$ cat src/rtl/sum_deserializer_pkg.sv
// Shared types and defaults for the serial-adder receive path.
package sum_deserializer_pkg;
  typedef enum logic {
    IDLE    = 1'b0,
    COLLECT = 1'b1
  } sd_state_e;

  localparam int SD_WIDTH_DEF = 8;
endpackage

$ cat src/rtl/sum_deserializer.sv
// Assembles the LSB-first sum/carry bit stream into a WIDTH-bit word and
// presents it through a single valid/ready holding register.
import sum_deserializer_pkg::*;

module sum_deserializer #(
  parameter int WIDTH = SD_WIDTH_DEF
) (
  input  logic             clk,
  input  logic             reset,
  input  logic             in_valid,
  input  logic             in_first,
  input  logic             in_sum,
  input  logic             in_carry,
  output logic             out_valid,
  input  logic             out_ready,
  output logic [WIDTH-1:0] out_data,
  output logic             out_carry,
  output logic             frame_err,
  output logic             overrun
);
  localparam int CW = $clog2(WIDTH + 1);

  sd_state_e        r_state, w_state_nxt;
  logic [CW-1:0]    r_cnt;
  logic [WIDTH-1:0] r_shift;
  logic             r_out_valid, r_out_carry, r_frame_err, r_overrun;
  logic [WIDTH-1:0] r_out_data;

  logic             w_accept, w_complete, w_abort;
  logic [CW-1:0]    w_pos;
  logic [WIDTH-1:0] w_shift_nxt;

  always_ff @(posedge clk) begin
    if (reset) r_state <= IDLE;
    else       r_state <= w_state_nxt;
  end

  // A qualified in_first always restarts the frame at bit 0, from any state.
  always_comb begin
    w_state_nxt = r_state;
    w_accept    = in_valid & (in_first | (r_state == COLLECT));
    w_abort     = in_valid & in_first & (r_state == COLLECT);
    w_pos       = (in_valid & in_first) ? '0 : r_cnt;
    w_complete  = w_accept & (w_pos == CW'(WIDTH - 1));
    w_shift_nxt = in_first ? '0 : r_shift;
    for (int i = 0; i < WIDTH; i++) begin
      if (w_pos == CW'(i)) w_shift_nxt[i] = in_sum;
    end
    if (w_accept) w_state_nxt = w_complete ? IDLE : COLLECT;
  end

  always_ff @(posedge clk) begin
    if (reset) begin
      r_cnt       <= '0;
      r_shift     <= '0;
      r_out_valid <= 1'b0;
      r_out_data  <= '0;
      r_out_carry <= 1'b0;
      r_frame_err <= 1'b0;
      r_overrun   <= 1'b0;
    end else begin
      r_frame_err <= w_abort;
      if (w_accept) begin
        r_shift <= w_shift_nxt;
        r_cnt   <= w_complete ? '0 : w_pos + CW'(1);
      end
      // A full, unaccepted holder wins: the new word is dropped and flagged.
      if (w_complete && r_out_valid && !out_ready) begin
        r_overrun <= 1'b1;
      end else if (w_complete) begin
        r_out_valid <= 1'b1;
        r_out_data  <= w_shift_nxt;
        r_out_carry <= in_carry;
      end else if (r_out_valid && out_ready) begin
        r_out_valid <= 1'b0;
      end
    end
  end

  assign out_valid = r_out_valid;
  assign out_data  = r_out_data;
  assign out_carry = r_out_carry;
  assign frame_err = r_frame_err;
  assign overrun   = r_overrun;
endmodule

$ cat config.mk
export PLATFORM = sky130hd
export DESIGN_NAME = sum_deserializer
export DESIGN_NICKNAME = d
export VERILOG_FILES = /design/src/rtl/sum_deserializer_pkg.sv /design/src/rtl/sum_deserializer.sv
export SDC_FILE = /design/constraint.sdc
export NUM_CORES = 1
export LEC_CHECK = 0
export CAP_MARGIN = 20
export CORE_MARGIN = 2
export CORE_UTILIZATION = 55
export DETAILED_ROUTE_END_ITERATION = 7
export DONT_BUFFER_PORTS = 1
export PLACE_DENSITY = 0.73
export SLEW_MARGIN = 20
export SYNTH_ARGS = -nofsm -noshare
export SYNTH_HDL_FRONTEND = slang
export SYNTH_SLANG_ARGS = --single-unit
$ cat constraint.sdc
create_clock -name clk -period 2.3 [get_ports clk]
set_input_delay 0.575 -clock clk [delete_from_list [all_inputs] [get_ports clk]]
set_output_delay 0.575 -clock clk [all_outputs]
set_load 0.02 [all_outputs]
==> results of run 1 <==
## sequential cells by signal, indices dropped and copies added, names as in the netlist
| register | flops |
|---|---|
| r_cnt | 4 |
| overrun | 1 |
| frame_err | 1 |
| r_state | 1 |
| out_data | 8 |
| r_shift | 7 |
| out_carry | 1 |
| out_valid | 1 |
## power by group through the flow
stage | registers [mW] | logic [mW] | clock network [mW]
floorplan | 0.439 | 0.0540 | 0
global placement | 0.440 | 0.0523 | 0
detailed placement | 0.441 | 0.0552 | 0
CTS | 0.432 | 0.0556 | 0.231
global route | 0.433 | 0.0627 | 0.244
finish | 0.432 | 0.0563 | 0.227
## synthesized netlist by cell type (5+ instances only)
library cell	instances
dfxtp_1	24
nand2_1	8
a211oi_1	9
nand4_1	5
nor2_1	7
and2_1	5
a31oi_1	11
buf_2	5
nand3_1	5
inv_1	7
a21oi_1	8
## layout by cell type (no fill, tap or decap), drive strengths merged
| cell | count |
|---|---|
| a211o | 3 |
| a211oi | 9 |
| a21bo | 1 |
| a21oi | 8 |
| a311oi | 3 |
| a31oi | 11 |
| a32oi | 4 |
| and2 | 5 |
| and3b | 2 |
| buf | 2 |
| clkbuf | 4 |
| dfxtp | 24 |
| ha | 4 |
| inv | 7 |
| nand2 | 8 |
| nand2b | 1 |
| nand3 | 5 |
| nand3b | 2 |
| nand4 | 5 |
| nor2 | 7 |
| nor2b | 5 |
| nor3 | 2 |
| o2111ai | 1 |
| o211ai | 4 |
| o21a | 1 |
| o21ai | 2 |
| o2bb2ai | 1 |
| o31ai | 2 |
| or3b | 4 |
## critical path: cells and delay by family, from the launching register on
family	cells	cell delay, ps
adders and majority gates	1	270
and+or+nand+nor	1	470
DFF	1	370
buffers and inverters	1	90
AOI/OAI and AO/OA	3	690
## kinds of logic after synthesis
group | count (synthesis) | share of synthesized area [%]
buf+inv | 19 | 7.96
flops | 24 | 38.2
simple gates | 46 | 21.7
fa+ha+maj | 4 | 3.98
compound gates | 50 | 28.2
## final timing paths
path / startpoint / end / slack [ps] / cells after the start
max: r_cnt[0] / r_shift[3] / 290 / 6
min: reset / r_cnt[1] / 300 / 1
min reg2reg: r_cnt[1] / r_cnt[1] / 470 / 2
max reg2reg: r_cnt[0] / r_shift[3] / 290 / 6
## cell type report
class	count	area (µm²)	share of cell area (%)
Clock buffer	4	36.3	2.86
Inverter	7	26.3	2.07
Timing Repair Buffer	2	15.0	1.18
Sequential cell	24	480	37.8
Multi-Input combinational cell	100	677	53.3
Tap cell	28	35.0	2.76
## per-layer routing
metal,track usage (%),part of all wire [%],vias up
li1,-,-,526
met1,31.2,44,507
met2,40.2,49,43
met3,4.02,6.8,2
met4,7.89,0.41,0
met5,0,0,-
## through the flow
stage	hold WS [ps]	total power, mW	utilization, %	worst slack [ps]
floorplan	440	0.493	-	84.5
global placement	452	0.493	56.3	161
detailed placement	459	0.496	56.3	112
CTS	299	0.718	58.0	306
global route	290	0.740	58.0	196
finish	302	0.715	58.0	291
==> flow_summary_export.csv, run 1 <==
group,metric,value,unit
run_status,status,"finished, final reports clean",
clocking,clk_pin_slew_worst_paths,130,ps
clocking,tritoncts,"built",
synthesis,synthCells,143,
die,io_pins,19,
clocking,clk_path_buf_depth,2,
detailed_routing,firstDrtPassIters,5,
clocking,htree_levels,1,
worst_setup_path,critPathMaxStageDelay,470,ps
power_and_ir_drop,switching_share,23.9,%
synthesis,syn-cell-area,1260,µm²
synthesis,yosysTopAreaCellShare,38.2,%
global_routing,antenna_found_initial,0,
sta,finClkSkew,4.39,ps
clocking,clock_latency,320,ps
global_routing,overflow,0,
cells_and_area,syn2layout_area_growth,0.995,%
power_and_ir_drop,seq_power_share,60.4,%
synthesis,ys_top_cells_by_area,"dfxtp_1 (38%), a31oi_1 (5.5%), a211oi_1 (5.4%)",
sta,worstMarginPinSlew,480,ps
global_routing,grt_pass1_vias,990,
clocking,cts_resized,0,
detailed_routing,totalWireLength,2940,µm
worst_setup_path,slowest_stage,"or3b_2",
worst_setup_path,crit_arrival,2210,ps
worst_setup_path,crit_path_start_kind,"flop",
cells_and_area,nFillCells,205,
synthesis,synth_nets,154,
worst_hold_path,hp-class,"input port to flop",
die,num_rows,17,
detailed_routing,drc,0,
die,dieArea,2680,µm²
die,start_util,57.4,%
cells_and_area,fin_cells,165,
cells_and_area,drive_above_1_share,10.2,%
worst_setup_path,cp-end-kind,"flop",
power_and_ir_drop,power_density,563,nW/µm²
placement,globalplace.congestion,0.822,
synthesis,ys_types,34,
synthesis,ys_seq_area_share,38.2,%
sta,period_share,87.4,%
power_and_ir_drop,power.switching,0.171,mW
synthesis,synth_flop_cell,"dfxtp_1",
global_routing,track_usage,23.9,%
placement,hpwlAfterDp,2140,µm
placement,postPlaceCellArea,1230,µm²
synthesis,synth_edf_count,0,
global_routing,grt_pass1_wl,4690,µm
power_and_ir_drop,leakagePower,0.399,nW
power_and_ir_drop,pwr-share-clk,31.7,%
power_and_ir_drop,power_frac_comb,7.9,%
synthesis,ys_seq_elements,24,
clocking,cts_setup_buffers,0,
worst_setup_path,crit_type,"flop to flop",
detailed_routing,antenna_left,0,
detailed_routing,vias,1078,
clocking,cts_hold_buf,0,
synthesis,yosysWarnings,0,
cells_and_area,finish.net_count,149,
sta,rsz0062_at_grt,"no",
detailed_routing,routedWlPerCell,17.8,µm
sta,final_hold_viol_count,0,
synthesis,async_reset_ff_share,0,%
die,core,2190,µm²
sta,setup-violations-final,0,
clocking,cts_sinks,24,
synthesis,syn_area_per_cell,8.79,µm²
sta,max_slew_margin,68.0,%
sta,fin_crit,2010,ps
global_routing,grt_max_degree,26,
detailed_routing,viasPerCell,6.53,
worst_setup_path,cp_max_fo,6,
worst_setup_path,worstPathCellList,"a21bo_2 -> inv_1 -> ha_1 -> or3b_2 -> a32oi_1 -> a211oi_1",
power_and_ir_drop,ir_worst_vdd,0.277,mV
detailed_routing,dr.first_iter.drc_count,39,
clocking,numCtsBuffers,3,
sta,drv_slew,0,
power_and_ir_drop,power.internal,0.545,mW
worst_setup_path,worstPathRequired,2500,ps
die,die_w,51.8,µm
cells_and_area,fin_area,1270,µm²
sta,tns,0,ps
placement,placedCellCount,161,
cells_and_area,diodes,0,
die,die_h,51.8,µm
synthesis,synth_top_area_cell,"dfxtp_1",
clocking,cts_root_buf,"clkbuf_4",
sta,max_freq,498,MHz
placement,numPortBuffers,0,
job,maxCapViolations,0,
Note: power is estimated with default switching activity, not from simulation.
==> run 2, diff against run 1 <==
--- a/config.mk
+++ b/config.mk
@@ -5,12 +5,12 @@
 export SDC_FILE = /design/constraint.sdc
 export NUM_CORES = 1
 export LEC_CHECK = 0
-export CAP_MARGIN = 20
 export CORE_MARGIN = 2
 export CORE_UTILIZATION = 55
 export DETAILED_ROUTE_END_ITERATION = 7
 export DONT_BUFFER_PORTS = 1
 export PLACE_DENSITY = 0.73
+export REMOVE_ABC_BUFFERS = 1
 export SLEW_MARGIN = 20
 export SYNTH_ARGS = -nofsm -noshare
 export SYNTH_HDL_FRONTEND = slang
==> run 2 against run 1 <==
Utilization is 0.74 points higher. Hold slack lost 1.6 ps. Count of clock-buffer cells in the layout decreased by 1. Non-clock buffer count unchanged. Sequential share of layout area shrank 0.48 points. Global-route usage is 1.1 points lower. Sequential power hardly changed. Die area unchanged. Maximum frequency rose by 6.2%. Via count fell by 2.2%. Critical endpoint unchanged.
==> flow_summary_export.csv, run 2 (synthesized netlist as in run 1, its figures left out) <==
group,metric,value,unit
sta,tns,0,ps
sta,max_slew_margin,67.2,%
cells_and_area,finish.net_count,149,
global_routing,grt_pass1_wl,4550,µm
sta,period_share,82.3,%
detailed_routing,viasPerCell,6.39,
die,io_pins,19,
global_routing,grt_max_degree,26,
power_and_ir_drop,power_density,619,nW/µm²
clocking,cts_hold_buf,0,
placement,hpwlAfterDp,2010,µm
worst_setup_path,rr_startpoint,"r_cnt[0]",
detailed_routing,routedWlPerCell,16.9,µm
detailed_routing,firstDrtPassIters,4,
sta,setup-violations-final,0,
die,die_w,51.8,µm
die,start_util,57.4,%
run_status,status,"finished, final reports clean",
cells_and_area,postLayoutCoreUtil,58.7,%
cells_and_area,seqCellArea,480,µm²
cells_and_area,final_common_cell,"dfxtp_1",
cells_and_area,syn2layout_area_growth,2.29,%
die,num_rows,17,
power_and_ir_drop,seq_power_share,54.2,%
global_routing,overflow,0,
sta,worstMarginPinSlew,489,ps
clocking,cts_setup_buffers,0,
clocking,clk_pin_slew_worst_paths,140,ps
power_and_ir_drop,leakagePower,0.406,nW
sta,rsz0062_at_grt,"no",
worst_setup_path,cp_max_fo,6,
power_and_ir_drop,power.internal,0.624,mW
sta,final_hold_viol_count,0,
die,die_h,51.8,µm
worst_hold_path,min-delay-start,"reset",
cells_and_area,largest_register_ffs,8,
cells_and_area,diodes,0,
sta,hold_ws,300,ps
placement,globalplace.congestion,0.902,
detailed_routing,antenna_left,0,
global_routing,track_usage,22.9,%
placement,postPlaceCellArea,1230,µm²
global_routing,met2_usage,36.3,%
worst_setup_path,crit_arrival,2090,ps
cells_and_area,nFillCells,207,
worst_setup_path,worstPathCellList,"a21bo_2 -> inv_1 -> ha_1 -> or3b_2 -> a32oi_1 -> a211oi_1",
cells_and_area,final_cell_mix,"dfxtp_1 (24), a31oi_1 (11), a211oi_1 (9)",
power_and_ir_drop,power.switching,0.172,mW
power_and_ir_drop,power_frac_comb,6.9,%
worst_setup_path,crit_buf_inv,1,
worst_hold_path,hp-class,"input port to flop",
global_routing,met3_usage,2.59,%
clocking,cts_root_buf,"clkbuf_4",
global_routing,antenna_found_initial,0,
worst_setup_path,critPathMaxStageDelay,460,ps
cells_and_area,drive_above_1_share,10.2,%
power_and_ir_drop,switching_share,21.7,%
detailed_routing,vias,1054,
clocking,cts_resized,0,
sta,drv_slew,0,
worst_setup_path,startpoint,"r_cnt[0]",
clocking,tritoncts,"built",
worst_setup_path,timing.reg2reg.setup_slack,410,ps
global_routing,met1_usage,31.5,%
cells_and_area,multi_input_area,677,µm²
clocking,numCtsBuffers,3,
worst_setup_path,crit_family,"compound AO/OA/AOI/OAI gates",
cells_and_area,fin_area,1290,µm²
worst_setup_path,crit_path_start_kind,"flop",
clocking,cts_sinks,24,
clocking,htree_levels,1,
detailed_routing,drc,0,
worst_setup_path,slowest_stage,"or3b_2",
sta,finClkSkew,8.62,ps
worst_setup_path,worstPathRequired,2500,ps
worst_setup_path,cp-end-kind,"flop",
clocking,clk_path_buf_depth,2,
die,dieArea,2680,µm²
detailed_routing,dr.first_iter.drc_count,22,
sta,fin_crit,1890,ps
detailed_routing,totalWireLength,2790,µm
worst_setup_path,crit_type,"flop to flop",
power_and_ir_drop,pwr-share-clk,38.9,%
clocking,clock_latency,320,ps
global_routing,grt_pass1_vias,948,
power_and_ir_drop,ir_worst_vdd,0.399,mV
global_routing,busiest_layer,"met2",
die,core,2190,µm²
sta,max_freq,528,MHz
placement,numPortBuffers,0,
job,maxCapViolations,0,
[run 2: cell types whose count changed in the layout (fill, tap and decap cells not counted)]
| cell | delta |
|---|---|
| bufinv_16 | +1 |
| clkbuf_8 | -1 |
[run 2: per-stage QoR]
step                power [mW]  std cells  setup slack, ps
floorplan                0.481        131              273
global placement         0.493        161              257
detailed placement       0.495        161              211
CTS                      0.801        165              410
global route             0.826        165              307
finish                   0.796        165              408
[run 2: path summary, 6_finish.rpt]
check	to	depth (start not counted)
setup / recovery	r_shift[3]	6
hold / removal	out_data[6]	1
setup reg to reg	r_shift[3]	6
hold reg to reg	r_cnt[0]	2
[run 2: final cells by class]
| class | instances | area share, % |
|---|---|---|
| Inverter | 7 | 2.04 |
| Tap cell | 28 | 2.72 |
| Multi-Input combinational cell | 100 | 52.6 |
| Clock buffer | 3 | 1.75 |
| Sequential cell | 24 | 37.4 |
| Timing Repair Buffer | 2 | 1.17 |
| Clock inverter | 1 | 2.33 |
[run 2: power by group through the flow]
stage / registers, mW / logic, mW / clock network (mW)
after floorplan: 0.439 / 0.0425 / 0
after global placement: 0.440 / 0.0527 / 0
after detailed placement: 0.440 / 0.0547 / 0
after CTS: 0.431 / 0.0548 / 0.315
after global routing: 0.433 / 0.0612 / 0.331
final: 0.431 / 0.0550 / 0.310
[run 2: routing by layer]
layer / wire [µm] / share of wire (%) / vias up
li1: - / - / 528
met1: 1290 / 46 / 497
met2: 1380 / 49 / 26
met3: 94 / 3.4 / 3
met4: 23 / 0.83 / 0
met5: 0 / 0 / -
==> run 3, diff against run 2 <==
==> constraint.sdc (replaced) <==
create_clock -name clk -period 1.7 [get_ports clk]
set_input_delay 0.425 -clock clk [delete_from_list [all_inputs] [get_ports clk]]
set_output_delay 0.425 -clock clk [all_outputs]
set_load 0.02 [all_outputs]
==> run 3 against run 2 <==
The flow now finishes with violations (negative setup slack). Combinational power up 110%. Register-to-register slack lost 470 ps. Total power rose by 40%.
==> flow_summary_export.csv, run 3 (synthesized netlist as in run 1, its figures left out) <==
group,metric,value,unit
worst_setup_path,crit_buf_inv,1,
detailed_routing,firstDrtPassIters,4,
run_status,failed_checks,"negative setup slack",
die,die_w,51.8,µm
die,start_util,57.4,%
sta,setup-violations-final,2,
die,die_h,51.8,µm
placement,globalplace.congestion,0.920,
worst_setup_path,slowest_stage,"or3b_2",
global_routing,overflow,0,
die,io_pins,19,
worst_setup_path,worstPathRequired,1880,ps
worst_setup_path,crit_type,"flop to flop",
clocking,cts_root_buf,"clkbuf_4",
detailed_routing,routedWlPerCell,18.5,µm
clocking,clk_path_buf_depth,2,
sta,drv_slew,0,
job,maxCapViolations,0,
sta,final_hold_viol_count,0,
worst_setup_path,crit_path_start_kind,"flop",
power_and_ir_drop,power_density,749,nW/µm²
sta,tns,-60.7,ps
cells_and_area,final_cell_mix,"dfxtp_1 (23), buf_4 (14), a31oi_1 (11)",
worst_setup_path,cp-end-kind,"flop",
detailed_routing,antenna_left,0,
worst_setup_path,crit_family,"compound AO/OA/AOI/OAI gates",
global_routing,grt_max_degree,26,
sta,worst_slack,-59.8,ps
global_routing,grt_pass1_wl,4970,µm
worst_setup_path,critPathMaxStageDelay,450,ps
detailed_routing,dr.first_iter.drc_count,44,
sta,max_slew_margin,60.3,%
die,num_rows,17,
global_routing,grt_pass1_vias,1029,
die,dieArea,2680,µm²
clocking,numCtsBuffers,3,
sta,max_freq,568,MHz
detailed_routing,drc,0,
cells_and_area,drive_above_1_share,26.7,%
placement,hpwlAfterDp,2130,µm
global_routing,track_usage,24.8,%
sta,period_share,104,%
cells_and_area,diodes,0,
worst_setup_path,crit_arrival,1940,ps
die,core,2190,µm²
worst_setup_path,cp_max_fo,2,
clocking,cts_sinks,24,
power_and_ir_drop,ir_worst_vdd,0.758,mV
worst_hold_path,min_path_cells,1,
placement,place_ws,-231,ps
sta,finClkSkew,5.84,ps
clocking,htree_levels,1,
sta,fin_crit,1760,ps
detailed_routing,viasPerCell,6.63,
clocking,tritoncts,"built",
cells_and_area,largest_register_ffs,8,
clocking,clk_pin_slew_worst_paths,120,ps
clocking,clock_latency,320,ps
run_status,status,"finished with violations",
worst_setup_path,worstPathCellList,"a21bo_4 -> inv_4 -> ha_2 -> or3b_2 -> a32oi_2 -> a211oi_1",
sta,rsz0062_at_grt,"yes",
placement,numPortBuffers,0,
detailed_routing,totalWireLength,3290,µm
global_routing,antenna_found_initial,0,
worst_hold_path,hp-class,"input port to flop",
worst_setup_path,r2r_cells,6,
cells_and_area,syn2layout_area_growth,18.2,%
power_and_ir_drop,finalPower,1.11,mW
worst_setup_path,path_depth,6,
cells_and_area,final_common_cell,"dfxtp_1",
detailed_routing,vias,1181,
power_and_ir_drop,leakagePower,0.485,nW
sta,worstMarginPinSlew,596,ps
cells_and_area,finish.net_count,162,
clocking,cts_hold_buf,0,
-- run 3: cell types whose count changed in the layout (fill, tap and decap cells not counted), moves of 2 or more --
cell	change
a32oi_1	-4
a32oi_2	+3
and2_1	-2
and2_4	+2
buf_4	+12
ha_1	-4
ha_2	+2
ha_4	+2
or3b_2	-3
or3b_4	+3
-- run 3: final timing paths --
kind	startpoint	end	slack, ps
setup / recovery	r_cnt[0]	r_shift[1]	-60
hold / removal	reset	r_cnt[0]	150
setup reg to reg	r_cnt[0]	r_shift[1]	-60
hold reg to reg	r_cnt[1]	r_cnt[1]	480
-- run 3: report_power, final --
group	internal (mW)	leakage, nW	switching, mW
combinational	0.0549	0.263	0.0585
clock	0.239	0.0279	0.175
sequential	0.575	0.195	0.0119
-- run 3: worst register-to-register path, cell delays in order (launching register included) --
cell and delay, ps:
dfxtp_2 360, a21bo_4 240, inv_4 70, ha_2 170
or3b_2 450, a32oi_2 210, a211oi_1 120
-- run 3: stage by stage --
step | util [%] | cells | hold slack (ps) | area [µm²]
6_report | 67.8 | 178 | 146 | 1490
5_1_grt | 67.8 | 178 | 133 | 1490
4_1_cts | 64.9 | 178 | 135 | 1420
3_5_place_dp | 60.1 | 172 | 460 | 1320
3_3_place_gp | 60.1 | 172 | 450 | 1320
2_1_floorplan | - | 131 | 434 | 1180
-- run 3: layer usage --
metal	vias to the layer above	GRT usage (%)	share of wire, %
met1	575	34.8	44
met2	43	36.5	48
met3	13	3.45	5.0
li1	550	-	-
met4	0	13.2	2.9
met5	-	0	0
-- run 3: layout make-up --
| cell class | count | area (µm²) |
|---|---|---|
| clock buffer | 3 | 22.5 |
| clock inverter | 1 | 30.0 |
| fill | 171 | 704 |
| inverter | 7 | 28.8 |
| multi-input combinational | 100 | 772 |
| sequential | 24 | 482 |
| tap | 28 | 35.0 |
| timing repair buffer | 15 | 116 |
-- run 3: repair_timing --
item | 4_1_cts | 5_1_grt
setup endpoints to repair | 11 | 10
setup buffers | 2 | 0
gates resized for setup | 8 | 14
gates cloned | 0 | 0
pin swaps | 4 | 5
hold endpoints to repair | 0 | 0
